<file path="config.mk">
export PLATFORM = sky130hd
export DESIGN_NAME = writeback_unit_flat
export DESIGN_NICKNAME = d
export VERILOG_FILES = /design/src/rtl/writeback_unit_if.sv /design/src/rtl/writeback_unit.sv /design/src/flat_wrapper.sv
export SDC_FILE = /design/constraint.sdc
export NUM_CORES = 1
export LEC_CHECK = 0
export ABC_AREA = 0
export CAP_MARGIN = 20
export CORE_AREA = 10 10 120 122
export CTS_CLUSTER_DIAMETER = 80
export DETAILED_ROUTE_END_ITERATION = 7
export DIE_AREA = 0 0 130 132
export PLACE_DENSITY = 0.76
export SYNTH_ARGS = -nofsm -noshare
export SYNTH_HDL_FRONTEND = slang
export SYNTH_SLANG_ARGS = --single-unit
</file>
<file path="constraint.sdc">
create_clock -name CLK -period 1.6 [get_ports CLK]
set_input_delay 0.16 -clock CLK [delete_from_list [all_inputs] [get_ports CLK]]
set_output_delay 0.16 -clock CLK [all_outputs]
set_load 0.05 [all_outputs]
</file>
<file path="src/rtl/writeback_unit_if.sv">
// MEM/WB-to-writeback bundle: latch contents and cache-flush handshake in, register-file
// write port, bypass entry, halt/freeze status and retire count out.
interface writeback_unit_if #(
  parameter int CNT_W = 32
);
  logic             en;
  logic [1:0]       MemtoReg;
  logic             RegWEN;
  logic             halt;
  logic             equal;
  logic [4:0]       rd;
  logic [31:0]      ALUOut;
  logic [31:0]      load;
  logic [31:0]      npc;
  logic [31:0]      portB;
  logic             flush_done;

  logic             rf_WEN;
  logic [4:0]       rf_wsel;
  logic [31:0]      rf_wdat;
  logic             fwd_valid;
  logic [4:0]       fwd_rd;
  logic [31:0]      fwd_data;
  logic             flush_req;
  logic             wb_freeze;
  logic             halt_out;
  logic [CNT_W-1:0] retired;

  modport master (
    output en, MemtoReg, RegWEN, halt, equal, rd, ALUOut, load, npc, portB, flush_done,
    input  rf_WEN, rf_wsel, rf_wdat, fwd_valid, fwd_rd, fwd_data,
           flush_req, wb_freeze, halt_out, retired
  );

  modport slave (
    input  en, MemtoReg, RegWEN, halt, equal, rd, ALUOut, load, npc, portB, flush_done,
    output rf_WEN, rf_wsel, rf_wdat, fwd_valid, fwd_rd, fwd_data,
           flush_req, wb_freeze, halt_out, retired
  );
endinterface

</file>
<file path="src/rtl/writeback_unit.sv">
// MIPS writeback: rf write port same cycle, bypass/count one edge later; halt runs RUN->FLUSH->DONE.
// Upstream is frozen while waiting on flush_done and after halt; there is no other backpressure.
module writeback_unit #(
  parameter int CNT_W = 32
) (
  input logic             CLK,
  input logic             RST,
  writeback_unit_if.slave wb
);

  typedef enum logic [1:0] {
    MTR_ALU  = 2'd0,
    MTR_LOAD = 2'd1,
    MTR_NPC  = 2'd2,
    MTR_LUI  = 2'd3
  } memtoreg_t;

  typedef enum logic [1:0] {
    ST_RUN   = 2'd0,
    ST_FLUSH = 2'd1,
    ST_DONE  = 2'd2
  } state_t;

  state_t           state_q, state_d;
  logic [CNT_W-1:0] retired_q, retired_d;
  logic             fwd_valid_q, fwd_valid_d;
  logic [4:0]       fwd_rd_q, fwd_rd_d;
  logic [31:0]      fwd_data_q, fwd_data_d;

  logic             wen;
  logic [31:0]      wdat;
  logic             flush_req, wb_freeze, halt_out;
  logic             unused_inputs;

  assign unused_inputs = ^{wb.equal, wb.portB[31:16]};

  always_ff @(posedge CLK) begin
    if (RST) begin
      state_q     <= ST_RUN;
      retired_q   <= '0;
      fwd_valid_q <= 1'b0;
      fwd_rd_q    <= 5'd0;
      fwd_data_q  <= 32'd0;
    end else begin
      state_q     <= state_d;
      retired_q   <= retired_d;
      fwd_valid_q <= fwd_valid_d;
      fwd_rd_q    <= fwd_rd_d;
      fwd_data_q  <= fwd_data_d;
    end
  end

  // flush_done is only honoured once we are actually waiting on the cache
  always_comb begin
    state_d = state_q;
    unique case (state_q)
      ST_RUN:   if (wb.en && wb.halt) state_d = ST_FLUSH;
      ST_FLUSH: if (wb.flush_done)    state_d = ST_DONE;
      ST_DONE:  state_d = ST_DONE;
      default:  state_d = ST_RUN;
    endcase
  end

  always_comb begin
    unique case (memtoreg_t'(wb.MemtoReg))
      MTR_ALU:  wdat = wb.ALUOut;
      MTR_LOAD: wdat = wb.load;
      MTR_NPC:  wdat = wb.npc;
      MTR_LUI:  wdat = {wb.portB[15:0], 16'h0000};
      default:  wdat = wb.ALUOut;
    endcase

    wen = wb.en && wb.RegWEN && !wb.halt && (wb.rd != 5'd0) && (state_q == ST_RUN);

    retired_d   = retired_q;
    fwd_valid_d = fwd_valid_q;
    fwd_rd_d    = fwd_rd_q;
    fwd_data_d  = fwd_data_q;
    if (wb.en && (state_q == ST_RUN)) retired_d = retired_q + 1'b1;
    if (wen) begin
      fwd_valid_d = 1'b1;
      fwd_rd_d    = wb.rd;
      fwd_data_d  = wdat;
    end

    flush_req = (state_q == ST_FLUSH);
    wb_freeze = (state_q == ST_FLUSH) || (state_q == ST_DONE);
    halt_out  = (state_q == ST_DONE);
  end

  assign wb.rf_WEN    = wen;
  assign wb.rf_wsel   = wb.rd;
  assign wb.rf_wdat   = wdat;
  assign wb.fwd_valid = fwd_valid_q;
  assign wb.fwd_rd    = fwd_rd_q;
  assign wb.fwd_data  = fwd_data_q;
  assign wb.flush_req = flush_req;
  assign wb.wb_freeze = wb_freeze;
  assign wb.halt_out  = halt_out;
  assign wb.retired   = retired_q;

endmodule

</file>
<file path="src/flat_wrapper.sv">
// flat-port wrapper written by rule: the top's interface ports become plain ports
module writeback_unit_flat 
#(
  parameter int CNT_W = 32
)
  (CLK, RST, wb_en, wb_MemtoReg, wb_RegWEN, wb_halt, wb_equal, wb_rd, wb_ALUOut, wb_load, wb_npc, wb_portB, wb_flush_done, wb_rf_WEN, wb_rf_wsel, wb_rf_wdat, wb_fwd_valid, wb_fwd_rd, wb_fwd_data, wb_flush_req, wb_wb_freeze, wb_halt_out, wb_retired);
  writeback_unit_if #(.CNT_W(CNT_W)) wb_i ();
  input logic CLK;
  input logic RST;
  input wire logic [$bits(wb_i.en)-1:0] wb_en;
  input wire logic [$bits(wb_i.MemtoReg)-1:0] wb_MemtoReg;
  input wire logic [$bits(wb_i.RegWEN)-1:0] wb_RegWEN;
  input wire logic [$bits(wb_i.halt)-1:0] wb_halt;
  input wire logic [$bits(wb_i.equal)-1:0] wb_equal;
  input wire logic [$bits(wb_i.rd)-1:0] wb_rd;
  input wire logic [$bits(wb_i.ALUOut)-1:0] wb_ALUOut;
  input wire logic [$bits(wb_i.load)-1:0] wb_load;
  input wire logic [$bits(wb_i.npc)-1:0] wb_npc;
  input wire logic [$bits(wb_i.portB)-1:0] wb_portB;
  input wire logic [$bits(wb_i.flush_done)-1:0] wb_flush_done;
  output wire logic [$bits(wb_i.rf_WEN)-1:0] wb_rf_WEN;
  output wire logic [$bits(wb_i.rf_wsel)-1:0] wb_rf_wsel;
  output wire logic [$bits(wb_i.rf_wdat)-1:0] wb_rf_wdat;
  output wire logic [$bits(wb_i.fwd_valid)-1:0] wb_fwd_valid;
  output wire logic [$bits(wb_i.fwd_rd)-1:0] wb_fwd_rd;
  output wire logic [$bits(wb_i.fwd_data)-1:0] wb_fwd_data;
  output wire logic [$bits(wb_i.flush_req)-1:0] wb_flush_req;
  output wire logic [$bits(wb_i.wb_freeze)-1:0] wb_wb_freeze;
  output wire logic [$bits(wb_i.halt_out)-1:0] wb_halt_out;
  output wire logic [$bits(wb_i.retired)-1:0] wb_retired;
  assign wb_i.en = wb_en;
  assign wb_i.MemtoReg = wb_MemtoReg;
  assign wb_i.RegWEN = wb_RegWEN;
  assign wb_i.halt = wb_halt;
  assign wb_i.equal = wb_equal;
  assign wb_i.rd = wb_rd;
  assign wb_i.ALUOut = wb_ALUOut;
  assign wb_i.load = wb_load;
  assign wb_i.npc = wb_npc;
  assign wb_i.portB = wb_portB;
  assign wb_i.flush_done = wb_flush_done;
  assign wb_rf_WEN = wb_i.rf_WEN;
  assign wb_rf_wsel = wb_i.rf_wsel;
  assign wb_rf_wdat = wb_i.rf_wdat;
  assign wb_fwd_valid = wb_i.fwd_valid;
  assign wb_fwd_rd = wb_i.fwd_rd;
  assign wb_fwd_data = wb_i.fwd_data;
  assign wb_flush_req = wb_i.flush_req;
  assign wb_wb_freeze = wb_i.wb_freeze;
  assign wb_halt_out = wb_i.halt_out;
  assign wb_retired = wb_i.retired;
  writeback_unit #(.CNT_W(CNT_W)) u_core (.CLK(CLK), .RST(RST), .wb(wb_i));
endmodule
</file>
---- Yosys cells after proc, flatten, opt, wreduce, memory -nomap -nowiden ----
Index checks and enable logic that the tools add are counted.
storage, ports and cells
  flip-flop bits (word level) ............. 72
  bits of input ports ..................... 142
  output and inout bits ................... 111
  word-level logic and storage cells ...... 29
cells by class
  $add $sub $neg .......................... 1
  eq/ne operators ......................... 7
  mux-type cells .......................... 4
  reduce and logical (&&, ||, !) cells .... 12
operators by type and width
  kind                                                                      count
  32-bit case mux with 4 select lines                                       1
  32-bit by 1-bit adder with 32-bit output (second input constant)          1
  2-bit == test (second input constant)                                     3
  1-bit logical AND                                                         6
  2-bit case mux with 3 select lines                                        1
  5-bit nonzero test                                                        1
  2-bit by 1-bit == test with 1-bit output (second input constant)          2
  2-bit logical NOT                                                         2
  2-bit 2-to-1 mux                                                          2
  2-bit by 1-bit inequality test with 1-bit output (second input constant)  1
  2-bit inequality test (second input constant)                             1
  2-bit AND reduction                                                       1
  1-bit logical NOT                                                         1
  1-bit logical OR                                                          1

---- Depth between registers and ports, before layout ----
Gate-level depths: netlist of run 1.
  word-level depth ........................ 4
  depth in mapped cells ................... 9
  gate-level depth less buffers ........... 7

---- Worst setup path before layout of run 1 ----
No wires, ideal clock.
  path type ............................... reg-to-reg
  start point ............................. register u_core.retired_q[0], in the netlist u_core.wb.retired[0]
  end point ............................... register u_core.retired_q[28], in the netlist u_core.wb.retired[28]
  setup time .............................. 70 ps
  data arrival time ....................... 1977 ps
  required time ........................... 1530 ps
  slack ................................... -448 ps
  cell stages (with the launch flop) ...... 6
  path buffers ............................ 0
  clock period less this slack ............ 2048 ps
  path through ............................ dfxtp_1 -> ha_1 -> and4_1 -> nand4_2 -> or4_1 -> a21oi_1
on the way
  word-level cells in the longest chain between the ends .. 1
ends and longest elaborated chain
  item                                      RTL line              source
  start: declaration                        writeback_unit.sv:25  logic [CNT_W-1:0] retired_q, retired_d;
  start signal: assignment                  writeback_unit.sv:46  retired_q <= retired_d;
  32-bit by 1-bit adder with 32-bit output  writeback_unit.sv:79  if (wb.en && (state_q == ST_RUN)) retired_d = retired_q + 1'b1;
No other way between the ends.
A chain may end at the register's enable or synchronous reset.

---- Final worst setup path of run 1 ----
  start point ............................. register u_core.state_q[0]
  end point ............................... output port wb_rf_WEN
on the way
  word-level cells in the longest chain between the ends .. 2
ends and longest elaborated chain
  item                      RTL line              source
  start: declaration        writeback_unit.sv:24  state_t state_q, state_d;
  start signal: assignment  writeback_unit.sv:45  state_q <= state_d;
  2-bit logical NOT         writeback_unit.sv:73  wen = wb.en && wb.RegWEN && !wb.halt && (wb.rd != 5'd0) && (state_q == ST_RUN);
  1-bit logical AND         writeback_unit.sv:73
  end: declaration          flat_wrapper.sv:21    output wire logic [$bits(wb_i.rf_WEN)-1:0] wb_rf_WEN;
No other way between the ends.

==> metrics.md, run 1 <==
| Metric | Value |
|---|---|
| Area Overhead vs Synth | `106%` |
| Combinational Power Share | `between 40% and 50%` |
| Crit path max-delay family | `buffers and inverters` |
| Root buf cell | `clkbuf_16` |
| Worst setup EP type | `output pin` |
| H-tree levels | `3` |
| Class of the tightest hold or removal check | `input pin to flip-flop` |
| Die H | `132 microns` |
| Total instance count after detailed placement | `834` |
| Post-detailed-route via-to-cell ratio | `approximately 5.4` |
| Minimum clock period | `1.81 ns` |
| Via total after detailed routing | `4666` |
| Pre-Repair DR Iteration Count | `4` |
| Cell Pwr Density | `922 nW/um^2` |
| Power after layout | `around 0.0074 W` |
| Final wirelength | `18000 microns` |
| Post-synth ARST share | `0%` |
| Sequential area share after synthesis | `around 37%` |
| Clock Power Share | `between 20% and 30%` |
| Hold Startpoint | `RST` |
| TritonCTS clock tree | `built` |
| Highest net fanout along the worst path | `3` |
| Pin count of the biggest net entering global routing | `73` |
| Most frequent cells in the layout | `clkdlybuf4s50_1, buf_4, buf_12` |
| Area of the die | `17200 sq um` |
| Worst Path Class, Setup | `flip-flop to output pin` |
| Status | `complete, but fails checks` |
| Cell count along the critical path | `8` |
| Drt initial violations | `265` |
| Worst hold slack after final layout | `0.302 ns` |
| Routability congestion estimate from global placement | `slightly below 0.9` |
| GR met1 Demand/Resource | `19.5%` |
| TritonCTS Sinks | `a little over 70` |
| Total count of hold-check failures in the final report | `0` |
| DRC violations left | `0` |
| Number of hold buffers added after cts | `0` |
| Final setup violation count | `61` |
| Grt met3 use | `8.45%` |
| Skew-Pair Late Insertion Delay | `~0.33 ns` |
| Syn avg cell area | `8.86 sq um` |
| Net switching power of the design | `roughly 0.0025 W` |
| Static power due to leakage | `~3.2 nW` |
| Max VDD drop | `between 0.0005 and 0.0006 V` |
| Cell at the slowest stage of the critical path | `dfxtp_2` |
| Layout cell share with drive strength beyond 1 | `45.0%` |
| Number of warnings printed during yosys synthesis | `0` |
| Instance count along the most critical hold path | `3` |
| Reported max-cap violation count | `0` |
| Clock skew | `~0.0088 ns` |
| Start point of the critical path | `u_core.state_q[0]` |
| Highest achievable clock rate | `552 MHz` |
| Highest-utilization routing layer at the global route stage | `met2` |
| Clock slew at the register clock pins of the worst setup and hold paths | `0.06 ns` |
| Wire length of the first global-routing pass | `about 27000 microns` |
| Max Transition Viols Final | `0` |
| Number of flops mapped to enable cells by yosys | `0` |
| Half-perimeter wire length after detailed placement | `14100 microns` |
| Share of the clock period used by the worst path after layout | `113%` |
| RSZ-0062 raised after global routing | `true` |
| Number of antenna-violating nets in the routed design | `0` |
| Cell count after synthesis | `approximately 440` |
| Post-placement setup slack | `-0.391 ns` |
| DR WL/cell | `20.7 microns` |
| Yosys reg bits | `72` |
| Final nets | `865` |
| CP Launch Type | `flip-flop` |
| Starting Density | `32.6%` |
| CP bufs+invs | `5` |
| Tot GR Track Use | `20.0%` |
| Flop pwr share | `26.9%` |
| Clock buffers created by TritonCTS | `9` |
| GRT met2 Usage | `36.5%` |
| Delay of the slowest cell on the worst path | `around 0.34 ns` |
| Initial antenna violation count | `0` |
| Core ar. | `approximately 12000 sq um` |
| Vias in the first global route | `4862` |
| Buffer levels on the longest clock path | `2` |
| Post-Synthesis Net Count | `585` |
| Number of cells traversed by the worst register-to-register path | `10` |
| Startpoint of the lowest-slack register-to-register path | `u_core.state_q[1]` |
| Total overflow reported by the global router | `0` |
| Input/output buffers | `235` |
| Power Internal | `0.00486 W` |
| Critical path, cell by cell | `inv_2 -> ha_4 -> buf_6 -> and4b_2 -> o21ai_4 -> inv_2 -> buf_12 -> buf_12` |
| Sw Share | `34.2%` |
| Failing checks | `setup timing` |
| Synth unique cells | `36` |
| Leading register cell type out of synthesis | `dfxtp_1` |
| Post-synth design cell area | `~3900 sq um` |
| Std cell rows | `40` |
| Chip width | `130 microns` |
| Headroom to the max-slew limit | `about three quarters` |
| Count of antenna diodes in the layout | `0` |
| Required time at the endpoint of the critical path | `~1.4 ns` |
| Fin Setup TNS | `-6.74 ns` |
| # IOs | `253` |
| Final Instance Count excl. Fillers | `870` |
| Worst endpoint data arrival time | `roughly 1.7 ns` |
| Worst-case setup margin in the final layout | `-0.212 ns` |
| Transition time at the pin with the least slew margin | `0.381 ns` |
==> stage by stage <==
stage	util, %	area, sq um
6_report	67.2	8010
5_1_grt	67.2	8010
4_1_cts	64.8	7710
3_5_place_dp	59.7	7110
3_3_place_gp	59.7	7110
2_1_floorplan	-	4120
==> logic make-up after synthesis <==
kind of cell               after synthesis  synth area share [%]
adders and majority gates                5                  1.61
xor gates and xnor gates                 8                  1.80
DFF                                     72                  37.1
AOI/OAI and AO/OA                      102                  16.5
buffers and inverters                   47                  6.74
muxes                                   34                  13.9
and+or+nand+nor                        170                  22.3
==> worst register-to-register path: cells and delay by family, from the launching register on <==
kind	cells	cell delay (ns)
AO/OA/AOI/OAI	2	0.30
buffers and inverters	5	0.57
AND/OR/NAND/NOR	2	0.31
flip-flops	1	0.32
adder cells (fa/ha/maj)	1	0.15
==> routing by layer <==
metal,wire length [microns],part of all wire [%]
met5,0,0
met4,430,2.4
met3,1800,10
met2,9620,53
met1,6160,34
==> cell type report <==
| type | count | area [sq um] |
|---|---|---|
| Tap cell | 147 | 184 |
| Clock inverter | 1 | 30.0 |
| Inverter | 8 | 30.0 |
| Fill cell | 871 | 3910 |
| Sequential cell | 72 | 1550 |
| Timing Repair Buffer | 306 | 3300 |
| Clock buffer | 15 | 299 |
| Multi-Input combinational cell | 321 | 2610 |
==> power by group through the flow <==
stage	combinational (W)	clock [W]	sequential [W]
6_report	0.00321	0.00219	0.00199
5_1_grt	0.00334	0.00229	0.00200
4_1_cts	0.00312	0.00221	0.00199
3_5_place_dp	0.00296	0	0.00202
3_3_place_gp	0.00290	0	0.00201
2_1_floorplan	0.00115	0	0.00239
==> what timing repair did <==
| item | CTS | global route |
|---|---|---|
| endpoints found under the setup margin | 69 | 64 |
| pin swaps | 24 | 10 |
| resized for setup | 42 | 49 |
| cloned | 1 | 2 |
| buffers inserted | 15 | 3 |
==> cells in the mapped netlist (all sizes together), types with 2 or more instances <==
library cell   n  area (sq um)
dfxtp         72          1440
nand2         52           195
a21oi         45           225
nor2          45           169
or4           20           150
buf           19           133
o31ai         19           143
clkbuf        18          77.6
mux2i         18           180
a211oi        16           120
a21o          16           120
mux4          16           360
nor3          16          80.1
nand4         12          93.8
inv            8          30.0
nand3          8          45.0
xor2           8          70.1
and4           7          66.3
ha             5          62.6
o21ai          5          25.0
or3            4          25.0
and3           2          12.5
nor2b          2          12.5
==> worst paths after layout <==
path	endpoint	slack (ns)
max	wb_rf_WEN	-0.21
min	u_core.wb.retired[0]	0.30
max reg2reg	u_core.wb.fwd_data[11]	-0.19
min reg2reg	u_core.wb.fwd_rd[0]	0.46
==> flip-flops by register name (all words and copies together) (netlist names) <==
name	flops
u_core.state_q	2
u_core.wb.fwd_rd	5
u_core.wb.retired	32
u_core.wb.fwd_data	32
u_core.wb.fwd_valid	1
Note: power is estimated with default switching activity, not from simulation.
==> inputs of run 2 (changes only) <==
--- a/config.mk
+++ b/config.mk
@@ -12,6 +12,7 @@
 export DETAILED_ROUTE_END_ITERATION = 7
 export DIE_AREA = 0 0 130 132
 export PLACE_DENSITY = 0.76
+export REMOVE_ABC_BUFFERS = 1
 export SYNTH_ARGS = -nofsm -noshare
 export SYNTH_HDL_FRONTEND = slang
 export SYNTH_SLANG_ARGS = --single-unit
==> metrics.md, run 2 (synthesis results as in run 1) <==
| Metric | Value |
|---|---|
| TritonCTS Sinks | `72` |
| Failing checks | `setup timing` |
| Starting Density | `32.6%` |
| Final wirelength | `17100 microns` |
| Input/output buffers | `between 200 and 250` |
| Worst hold slack after final layout | `0.326 ns` |
| Pin count of the biggest net entering global routing | `between 70 and 80` |
| Fin Setup TNS | `-2.36 ns` |
| Chip width | `130 microns` |
| Half-perimeter wire length after detailed placement | `13600 microns` |
| Core ar. | `11900 sq um` |
| Most frequent cells in the layout | `buf_4, clkdlybuf4s50_1, dfxtp_1` |
| Highest net fanout along the worst path | `3` |
| Total overflow reported by the global router | `0` |
| Worst endpoint data arrival time | `1.56 ns` |
| DRC violations left | `0` |
| Pre-Repair DR Iteration Count | `4` |
| Fill cell count | `908` |
| Max VDD drop | `0.000476 V` |
| Finished Cell Area | `7840 sq um` |
| TritonCTS clock tree | `built` |
| Worst reg2reg setup slack | `-0.11 ns` |
| RSZ-0062 raised after global routing | `true` |
| Clock buffers created by TritonCTS | `9` |
| Final Instance Count excl. Fillers | `slightly below 900` |
| Sequential Area | `1450 sq um` |
| Worst-case setup margin in the final layout | `-0.121 ns` |
| Start point of the critical path | `wb_rd[1]` |
| Number of antenna-violating nets in the routed design | `0` |
| Total instance count after detailed placement | `860` |
| Most frequent standard cell in the layout excluding fill and tap cells | `buf_4` |
| Clock skew | `0.00764 ns` |
| Static power due to leakage | `3.28 nW` |
| Initial antenna violation count | `2` |
| Cell Pwr Density | `903 nW/um^2` |
| Max Transition Viols Final | `0` |
| CP Launch Type | `input pin` |
| Routability congestion estimate from global placement | `approximately 0.85` |
| End point of the critical path | `wb_rf_WEN` |
| Tot GR Track Use | `18.6%` |
| Combined area of the multi-input logic cells | `2490 sq um` |
| Reported max-cap violation count | `0` |
| DR WL/cell | `19.2 microns` |
| H-tree levels | `3` |
| Area of the die | `approximately 17000 sq um` |
| Required time at the endpoint of the critical path | `1.44 ns` |
| Transition time at the pin with the least slew margin | `roughly 0.36 ns` |
| Area Overhead vs Synth | `102%` |
| Post-place instance area | `7080 sq um` |
| Share of the clock period used by the worst path after layout | `108%` |
| Number of cells traversed by the worst register-to-register path | `8` |
| Layout cell share with drive strength beyond 1 | `around two fifths` |
| Worst Path Class, Setup | `input pin to output pin` |
| Skew-Pair Late Insertion Delay | `between 0.3 and 0.4 ns` |
| Final nets | `~890` |
| Buffer levels on the longest clock path | `2` |
| Highest achievable clock rate | `581 MHz` |
| Std cell rows | `40` |
| Vias in the first global route | `4940` |
| Post-detailed-route via-to-cell ratio | `~5.2` |
| Die H | `roughly 130 microns` |
| Class of the tightest hold or removal check | `input pin to flip-flop` |
| Worst flop-to-flop path endpoint | `u_core.wb.retired[14]` |
| Root buf cell | `clkbuf_16` |
| Drt initial violations | `285` |
| Status | `complete, but fails checks` |
| Final setup violation count | `51` |
| Total count of hold-check failures in the final report | `0` |
| Clock slew at the register clock pins of the worst setup and hold paths | `0.06 ns` |
| Worst setup EP type | `output pin` |
| Number of hold buffers added after cts | `0` |
| Minimum clock period | `1.72 ns` |
| Wire length of the first global-routing pass | `25600 microns` |
| Startpoint of the lowest-slack register-to-register path | `u_core.state_q[1]` |
| Via total after detailed routing | `4654` |
| Headroom to the max-slew limit | `75.7%` |
| # IOs | `253` |
[run 2: cell types whose count changed in the layout (fill, tap and decap cells not counted), sizes merged, moves of 2 or more]
cell      before  now
diode          0    2
clkbuf        16   10
clkinvlp       0    3
buf          183  206
[run 2: per-layer routing]
layer | routed length [microns] | global-route usage (%) | vias up | share of wire (%)
met5 | 0 | 0 | - | 0
met4 | 285 | 3.88 | 0 | 1.7
met3 | 1870 | 8.57 | 25 | 11
met2 | 9250 | 34.5 | 194 | 54
met1 | 5740 | 18.2 | 2218 | 33
li1 | - | - | 2217 | -
[run 2: area by class of cell]
class	count	share of cell area, %
Timing Repair Buffer	328	43.1
Sequential cell	72	18.6
Clock buffer	10	3.05
Inverter	8	0.447
Multi-Input combinational cell	320	31.7
Tap cell	147	2.35
Antenna cell	2	0.0639
Clock inverter	5	0.734
[run 2: worst min-delay path by stage]
stage / from / endpoint / slack (ns) / cells after the start
floorplan: RST / u_core.wb.fwd_data[16] / 0.23 / 1
global placement: u_core.wb.fwd_data[19] / u_core.wb.fwd_data[19] / 0.44 / 2
detailed placement: u_core.wb.fwd_rd[3] / u_core.wb.fwd_rd[3] / 0.45 / 2
CTS: RST / u_core.wb.retired[5] / 0.31 / 3
global route: RST / u_core.wb.retired[0] / 0.35 / 3
finish: RST / u_core.wb.retired[31] / 0.33 / 3
[run 2: power by group]
group	internal (W)	leakage [nW]	total (W)	switching [W]
logic	0.00146	2.55	0.00309	0.00163
clock network	0.00124	0.137	0.00197	0.000737
registers	0.00193	0.587	0.00201	0.0000854
[run 2: through the flow]
step	utilization, %	power, W	setup slack, ns
2_1_floorplan	-	0.00336	-1.49
3_3_place_gp	59.5	0.00484	-0.352
3_5_place_dp	59.5	0.00491	-0.425
4_1_cts	63.5	0.00707	-0.109
5_1_grt	65.8	0.00738	-0.184
6_report	65.8	0.00708	-0.121
[run 2: worst max-delay path, cell delays in order]
cell             delay, ns
clkdlybuf4s50_1       0.43
or4_4                 0.50
o21ai_4               0.25
inv_6                 0.07
buf_12                0.15
[run 2: what timing repair did]
item	in CTS	in global routing
setup endpoints to repair	91	57
buffers inserted	7	7
cloned	0	2
pin swaps	8	10
resized for setup	43	49
